==> config.mk <==
export PLATFORM = sky130hd
export DESIGN_NAME = imem_uart_loader
export DESIGN_NICKNAME = d
export VERILOG_FILES = /design/src/rtl/imem_uart_loader.sv
export SDC_FILE = /design/constraint.sdc
export NUM_CORES = 1
export LEC_CHECK = 0
export ABC_AREA = 1
export CAP_MARGIN = 10
export CORE_AREA = 2 2 148 114
export DETAILED_ROUTE_END_ITERATION = 12
export DIE_AREA = 0 0 150 116
export GPL_ROUTABILITY_DRIVEN = 0
export GPL_TIMING_DRIVEN = 0
export PLACE_DENSITY = 0.83
export REMOVE_ABC_BUFFERS = 1
export SYNTH_ARGS = -nofsm -noshare
export SYNTH_HDL_FRONTEND = slang
export SYNTH_SLANG_ARGS = --single-unit
==> constraint.sdc <==
create_clock -name clk -period 7.3 [get_ports clk]
set_input_delay 1.825 -clock clk [delete_from_list [all_inputs] [get_ports clk]]
set_output_delay 1.825 -clock clk [all_outputs]
set_load 0.01 [all_outputs]
==> src/rtl/imem_uart_loader.sv <==
// UART program loader: receives a length-prefixed little-endian byte stream
// and writes 32-bit words into instruction memory while holding the CPU in reset.
module imem_uart_loader #(
   parameter int CLKS_PER_BIT = 434,
   parameter int DEPTH_WORDS  = 256,
   parameter int TIMEOUT_CLKS = 1000000
) (
   input  logic        clk,
   input  logic        rst,
   input  logic        ld_start,
   input  logic        uart_rx,
   output logic        imem_we,
   output logic [31:0] imem_addr,
   output logic [31:0] imem_wdata,
   output logic        cpu_hold,
   output logic        busy,
   output logic        done,
   output logic        err,
   output logic [1:0]  err_code,
   output logic [15:0] word_count
);

   localparam int CNT_W = $clog2(CLKS_PER_BIT);
   localparam int TMO_W = $clog2(TIMEOUT_CLKS);
   localparam logic [CNT_W-1:0] BIT_LAST  = CNT_W'(CLKS_PER_BIT - 1);
   localparam logic [CNT_W-1:0] HALF_LAST = CNT_W'(CLKS_PER_BIT / 2 - 1);
   localparam logic [CNT_W-1:0] CNT_ONE   = CNT_W'(1);
   localparam logic [TMO_W-1:0] TMO_LAST  = TMO_W'(TIMEOUT_CLKS - 1);
   localparam logic [TMO_W-1:0] TMO_ONE   = TMO_W'(1);
   localparam logic [16:0]      DEPTH_L   = 17'(DEPTH_WORDS);

   localparam logic [1:0] ERR_FRAME   = 2'b01;
   localparam logic [1:0] ERR_LENGTH  = 2'b10;
   localparam logic [1:0] ERR_TIMEOUT = 2'b11;

   typedef enum logic [1:0] {RX_IDLE, RX_START, RX_DATA, RX_STOP} rx_state_t;
   typedef enum logic [2:0] {S_IDLE, S_LEN_LO, S_LEN_HI, S_DATA, S_DONE, S_ERR} state_t;

   logic             sync1_r;
   logic             sync2_r;
   logic             rx_prev_r;
   rx_state_t        rx_state_r;
   logic [CNT_W-1:0] rx_cnt_r;
   logic [2:0]       rx_bit_r;
   logic [7:0]       rx_shift_r;
   logic [7:0]       rx_byte_r;
   logic             byte_valid_r;
   logic             frame_err_r;

   state_t           state_r;
   logic [15:0]      len_r;
   logic [15:0]      idx_r;
   logic [1:0]       lane_r;
   logic [23:0]      word_r;
   logic [TMO_W-1:0] tmo_r;

   logic [15:0]      idx_nx_s;
   logic [15:0]      len_nx_s;
   logic             len_bad_s;

   assign idx_nx_s  = idx_r + 16'd1;
   assign len_nx_s  = {rx_byte_r, len_r[7:0]};
   assign len_bad_s = (len_nx_s == 16'd0) || ({1'b0, len_nx_s} > DEPTH_L);

   // Synchronise uart_rx and keep the previous sample for falling-edge detection
   always_ff @(posedge clk or posedge rst) begin
      if (rst) begin
         sync1_r   <= 1'b1;
         sync2_r   <= 1'b1;
         rx_prev_r <= 1'b1;
      end else begin
         sync1_r   <= uart_rx;
         sync2_r   <= sync1_r;
         rx_prev_r <= sync2_r;
      end
   end

   // 8N1 receiver: start-bit recheck at half bit, then sample mid-bit LSB first
   always_ff @(posedge clk or posedge rst) begin
      if (rst) begin
         rx_state_r   <= RX_IDLE;
         rx_cnt_r     <= '0;
         rx_bit_r     <= 3'd0;
         rx_shift_r   <= 8'd0;
         rx_byte_r    <= 8'd0;
         byte_valid_r <= 1'b0;
         frame_err_r  <= 1'b0;
      end else begin
         byte_valid_r <= 1'b0;
         frame_err_r  <= 1'b0;
         case (rx_state_r)
            RX_IDLE: begin
               rx_cnt_r <= '0;
               if (rx_prev_r && !sync2_r) begin
                  rx_state_r <= RX_START;
               end
            end
            RX_START: begin
               if (rx_cnt_r == HALF_LAST) begin
                  rx_cnt_r <= '0;
                  rx_bit_r <= 3'd0;
                  rx_state_r <= sync2_r ? RX_IDLE : RX_DATA;
               end else begin
                  rx_cnt_r <= rx_cnt_r + CNT_ONE;
               end
            end
            RX_DATA: begin
               if (rx_cnt_r == BIT_LAST) begin
                  rx_cnt_r   <= '0;
                  rx_shift_r <= {sync2_r, rx_shift_r[7:1]};
                  if (rx_bit_r == 3'd7) begin
                     rx_state_r <= RX_STOP;
                  end else begin
                     rx_bit_r <= rx_bit_r + 3'd1;
                  end
               end else begin
                  rx_cnt_r <= rx_cnt_r + CNT_ONE;
               end
            end
            RX_STOP: begin
               if (rx_cnt_r == BIT_LAST) begin
                  rx_cnt_r   <= '0;
                  rx_state_r <= RX_IDLE;
                  if (sync2_r) begin
                     byte_valid_r <= 1'b1;
                     rx_byte_r    <= rx_shift_r;
                  end else begin
                     frame_err_r <= 1'b1;
                  end
               end else begin
                  rx_cnt_r <= rx_cnt_r + CNT_ONE;
               end
            end
            default: begin
               rx_state_r <= RX_IDLE;
               rx_cnt_r   <= '0;
            end
         endcase
      end
   end

   // Load sequencer: length header, word assembly, memory strobes and status
   always_ff @(posedge clk or posedge rst) begin
      if (rst) begin
         state_r    <= S_IDLE;
         len_r      <= 16'd0;
         idx_r      <= 16'd0;
         lane_r     <= 2'd0;
         word_r     <= 24'd0;
         tmo_r      <= '0;
         imem_we    <= 1'b0;
         imem_addr  <= 32'd0;
         imem_wdata <= 32'd0;
         cpu_hold   <= 1'b0;
         busy       <= 1'b0;
         done       <= 1'b0;
         err        <= 1'b0;
         err_code   <= 2'b00;
         word_count <= 16'd0;
      end else begin
         imem_we <= 1'b0;
         case (state_r)
            S_IDLE, S_DONE, S_ERR: begin
               if (ld_start) begin
                  state_r    <= S_LEN_LO;
                  busy       <= 1'b1;
                  cpu_hold   <= 1'b1;
                  done       <= 1'b0;
                  err        <= 1'b0;
                  err_code   <= 2'b00;
                  word_count <= 16'd0;
                  idx_r      <= 16'd0;
                  lane_r     <= 2'd0;
                  tmo_r      <= '0;
               end
            end
            S_LEN_LO: begin
               tmo_r <= '0;
               if (frame_err_r) begin
                  state_r  <= S_ERR;
                  busy     <= 1'b0;
                  cpu_hold <= 1'b0;
                  err      <= 1'b1;
                  err_code <= ERR_FRAME;
               end else if (byte_valid_r) begin
                  len_r[7:0] <= rx_byte_r;
                  state_r    <= S_LEN_HI;
               end
            end
            S_LEN_HI: begin
               if (frame_err_r) begin
                  state_r  <= S_ERR;
                  busy     <= 1'b0;
                  cpu_hold <= 1'b0;
                  err      <= 1'b1;
                  err_code <= ERR_FRAME;
               end else if (byte_valid_r) begin
                  len_r <= len_nx_s;
                  tmo_r <= '0;
                  if (len_bad_s) begin
                     state_r  <= S_ERR;
                     busy     <= 1'b0;
                     cpu_hold <= 1'b0;
                     err      <= 1'b1;
                     err_code <= ERR_LENGTH;
                  end else begin
                     state_r <= S_DATA;
                     idx_r   <= 16'd0;
                     lane_r  <= 2'd0;
                  end
               end else if (tmo_r == TMO_LAST) begin
                  state_r  <= S_ERR;
                  busy     <= 1'b0;
                  cpu_hold <= 1'b0;
                  err      <= 1'b1;
                  err_code <= ERR_TIMEOUT;
               end else begin
                  tmo_r <= tmo_r + TMO_ONE;
               end
            end
            S_DATA: begin
               if (frame_err_r) begin
                  state_r  <= S_ERR;
                  busy     <= 1'b0;
                  cpu_hold <= 1'b0;
                  err      <= 1'b1;
                  err_code <= ERR_FRAME;
               end else if (byte_valid_r) begin
                  tmo_r  <= '0;
                  lane_r <= lane_r + 2'd1;
                  case (lane_r)
                     2'd0: word_r[7:0]   <= rx_byte_r;
                     2'd1: word_r[15:8]  <= rx_byte_r;
                     2'd2: word_r[23:16] <= rx_byte_r;
                     default: begin
                        // Top byte completes the word: strobe it out directly
                        imem_we    <= 1'b1;
                        imem_addr  <= {14'd0, idx_r, 2'b00};
                        imem_wdata <= {rx_byte_r, word_r};
                        word_count <= idx_nx_s;
                        idx_r      <= idx_nx_s;
                        if (idx_nx_s == len_r) begin
                           state_r  <= S_DONE;
                           busy     <= 1'b0;
                           cpu_hold <= 1'b0;
                           done     <= 1'b1;
                        end
                     end
                  endcase
               end else if (tmo_r == TMO_LAST) begin
                  state_r  <= S_ERR;
                  busy     <= 1'b0;
                  cpu_hold <= 1'b0;
                  err      <= 1'b1;
                  err_code <= ERR_TIMEOUT;
               end else begin
                  tmo_r <= tmo_r + TMO_ONE;
               end
            end
            default: begin
               state_r  <= S_IDLE;
               busy     <= 1'b0;
               cpu_hold <= 1'b0;
            end
         endcase
      end
   end

endmodule

==> results.cfg <==
[run_status]
outcome = completed

[clocking]
post_cts.repair.setup_buffers = 0
clk-insertion-delay-late_ns = 0.43
htree_num_levels = 4
clockRootBuffer = sky130_fd_sc_hd__clkbuf_16
tritoncts_num_sinks = 186
tritoncts = built
count_of_cells_resized_by_post_cts_repair = 0
path_clk_slew_ns = 0.07
numCtsBuffers = 17
hold_buffers = 0
cts-root-to-sink-buffers = 2

[critical_path]
timing.critical_path.slowest_stage_cell = sky130_fd_sc_hd__clkdlybuf4s50_1
critical-path-max-stage-delay_ns = 0.50
cp_data_required_time_ns = 7.66
path_max_fanout = 24
path_common_cell = sky130_fd_sc_hd__nand2_1
cp_cell_sequence = clkdlybuf4s50_1 -> or2_4 -> nand2_1 -> a21oi_4 -> nand2_1 -> o21ai_0 -> nand2_1 -> nor2_1
critical_path.endpoint_type = flop
worst-endpoint-arrival_ns = 3.66
path_class = in2reg
startpoint_type = input port

[global_routing]
first_global_vias = 6779
maximum_number_of_pins_on_one_net_before_global_route_repair = 120
grt_pass1_wl_mm = 33.0
overall_fraction_of_global_route_tracks_in_use = 0.241
grt_remaining_overflow = 0
antenna_found_initial = 0

[final_layout]
layout.nets = 1148
number_of_antenna_diodes = 0
layout.area.seq_mm2 = 0.00466
areaGrowthSynthToFinish_pct = 15.6
proportion_of_layout_cells_with_a_drive_suffix_above_1 = 0.0611
nFillCells = 1337
commonest_non_fill_non_tap_cell_in_the_layout = sky130_fd_sc_hd__nand2_1
area_occupied_by_multi_input_gates_mm2 = 0.00360
mostFrequentLayoutCells = sky130_fd_sc_hd__nand2_1, sky130_fd_sc_hd__dfrtp_1, sky130_fd_sc_hd__o21ai_0

[synth]
dominantRegCellSynth = sky130_fd_sc_hd__dfrtp_1
seq_total_area_yosys = 0.523
synth-adder-area-share = 0.0154
netlist.area_leader.share = 0.514
yosys_warnings = 0
basic_gate_share_of_the_synthesized_area_counting_and_or_nand_and_nor_cells = 0.269
yosys_register_bits = 186
synth_xor_xnor_area_share = 0.0153
muxShareOfSynthArea = 0.00126
ys_top_cells_by_area = sky130_fd_sc_hd__dfrtp_1, sky130_fd_sc_hd__nand2_1, sky130_fd_sc_hd__o21ai_0
synthesis.instances = 1068
synthesis.area_mm2 = 0.00891
postSynthAreaPerCell_um2 = 8.34
yosys.cell_types.count = 45
number_of_flops_mapped_to_enable_cells_by_yosys = 0
asyncSetResetFlopFracSynth = 1.00
synth_top_family_by_area = simple AND/OR/NAND/NOR gates
post_synthesis_cell_type_with_the_largest_combined_area = sky130_fd_sc_hd__dfrtp_1
synth-compound-area-share = 0.0965

[power_and_ir_drop]
share_comb_of_total_power = 0.202
p_leak_uw = 0.00486
p_int_uw = 1730
swShare = 0.319
p_sw_uw = 814
share_clk_of_total_power = 0.362
sequentialPowerShare = 0.436
power.ir.vdd_worst_uv = 174
pwr_density_mw_per_mm2 = 247
total_power_uw = 2550

[sta]
timing.final.hold_violations = 0
max_freq_mhz = 303
slew_headroom = 0.198
grt_setup_unrepaired = false
fin_worst_hold_slack_ns = 0.359
number_of_max_slew_violations_in_the_final_report = 0
setup_viol_count_final = 0
clock_skew_ns = 0.0109
finalCriticalPeriod_ns = 3.30
worstMarginPinSlew_ns = 1.20
min_period_over_period = 0.452

[floorplanning]
core_area_mm2 = 0.0158
initial_core_util = 0.563
floorplan.rows = 40
die_width_um = 150
die_area_mm2 = 0.0174
floorplan.io_pins = 91
die_h_um = 116

[detailed_routing]
drc_errors = 0
drt_iter0_drc = 565
drt.antenna.violating_nets = 0
post_drt_wl_per_cell_um = 14.6
drt_pre_antenna_iters = 5
detail_route.vias_per_cell = 5.40
via_count = 7312
drt_wl_total_mm = 19.8

[place]
portBuffers = 74
detailed_place_hpwl_mm = 13.5

[worst_hold_path]
min_path_type = reg2reg

[flow_run]
cap_violations = 0
power by group through the flow:
stage | registers, uW | logic (uW) | clock network [uW]
3_5_place_dp | 1130 | 508 | 0
6_report | 1110 | 514 | 921
3_3_place_gp | 1130 | 480 | 0
4_1_cts | 1110 | 515 | 931
5_1_grt | 1120 | 577 | 979
2_1_floorplan | 1130 | 346 | 0
cell type report:
type / instances / area share
sequential: 186 / 0.452
multi-input combinational: 743 / 0.349
timing repair buffer: 76 / 0.0757
clock buffer: 19 / 0.0430
inverter: 109 / 0.0407
tap: 210 / 0.0255
clock inverter: 12 / 0.0136
worst paths after layout:
kind	slack [ns]	cells past startpoint	endpoint	start
max in group asynchronous	4.55	3	imem_addr[12]$_DFFE_PP0P_	rst
setup reg to reg	4.21	10	imem_wdata[27]$_DFFE_PP0P_	state_r[2]$_DFFE_PP0P_
min in group asynchronous	1.82	2	rx_cnt_r[0]$_DFF_PP0_	rst
hold reg to reg	0.36	0	sync2_r$_DFF_PP1_	sync1_r$_DFF_PP1_
hold / removal	0.36	0	sync2_r$_DFF_PP1_	sync1_r$_DFF_PP1_
setup / recovery	4.00	8	tmo_r[14]$_DFFE_PP0P_	ld_start
registers in the layout, indices dropped and copies added (netlist names), named ones only:
name,count
rx_prev_r,1
imem_addr,16
rx_shift_r,8
rx_cnt_r,9
rx_state_r,1
err,1
lane_r,2
rx_byte_r,8
rx_bit_r,3
state_r,3
tmo_r,20
idx_r,16
imem_we,1
imem_wdata,32
byte_valid_r,1
err_code,2
sync1_r,1
word_count,16
len_r,16
frame_err_r,1
cpu_hold,1
done,1
word_r,24
sync2_r,1
cells in the mapped netlist, types with 2 or more instances:
master                       n
sky130_fd_sc_hd__buf_4      20
sky130_fd_sc_hd__clkbuf_1    9
sky130_fd_sc_hd__nand3b_1    5
sky130_fd_sc_hd__o21ai_0   107
sky130_fd_sc_hd__nor2_1     68
sky130_fd_sc_hd__dfstp_2     3
sky130_fd_sc_hd__buf_2      11
sky130_fd_sc_hd__nor3_1     22
sky130_fd_sc_hd__xnor2_1     2
sky130_fd_sc_hd__xor2_1     11
sky130_fd_sc_hd__ha_1       11
sky130_fd_sc_hd__o21ai_2     2
sky130_fd_sc_hd__o21ai_1    25
sky130_fd_sc_hd__nand2_4     3
sky130_fd_sc_hd__nor4_1      3
sky130_fd_sc_hd__a311oi_1    2
sky130_fd_sc_hd__dfrtp_1   183
sky130_fd_sc_hd__nand3_2     3
sky130_fd_sc_hd__nand3_1    53
sky130_fd_sc_hd__inv_1     102
sky130_fd_sc_hd__nand4_1    36
sky130_fd_sc_hd__inv_2       5
sky130_fd_sc_hd__or2_2       2
sky130_fd_sc_hd__nor2_8      2
sky130_fd_sc_hd__buf_6       5
sky130_fd_sc_hd__a32o_1      2
sky130_fd_sc_hd__nand2_1   328
sky130_fd_sc_hd__nor2_4      8
sky130_fd_sc_hd__a21oi_1    18
sky130_fd_sc_hd__nor2_2      2
worst max-delay path, delay by kind of cell:
family | cells | cell delay (ns)
buf+inv | 1 | 0.50
compound gates | 2 | 0.69
simple gates | 5 | 0.66
per-stage QoR:
| stage | instance area (um^2) | setup TNS, ns | setup WS [ns] | util | cells |
|---|---|---|---|---|---|
| floorplan | 8670 | 0 | 0.423 | - | 1038 |
| global placement | 9670 | -344.21 | -1.89 | 0.612 | 1322 |
| detailed placement | 9720 | 0 | 3.57 | 0.615 | 1324 |
| CTS | 10300 | 0 | 4.03 | 0.651 | 1355 |
| global route | 10300 | 0 | 3.78 | 0.651 | 1355 |
| finish | 10300 | 0 | 4.00 | 0.651 | 1355 |
per-layer routing:
| metal | global-route usage | wire length [um] |
|---|---|---|
| met1 | 0.343 | 9400 |
| met2 | 0.374 | 9160 |
| met5 | 0 | 0 |
| met3 | 0.0488 | 1030 |
| met4 | 0.0786 | 261 |
cell families after synthesis:
| kind of cell | Yosys count |
|---|---|
| other | 1 |
| buffers and inverters | 154 |
| multiplexers | 1 |
| AO/OA/AOI/OAI | 162 |
| flip-flops | 186 |
| XOR/XNOR | 14 |
| AND/OR/NAND/NOR | 539 |
| adder cells (fa/ha/maj) | 11 |
(Power assumes the default switching activity.)
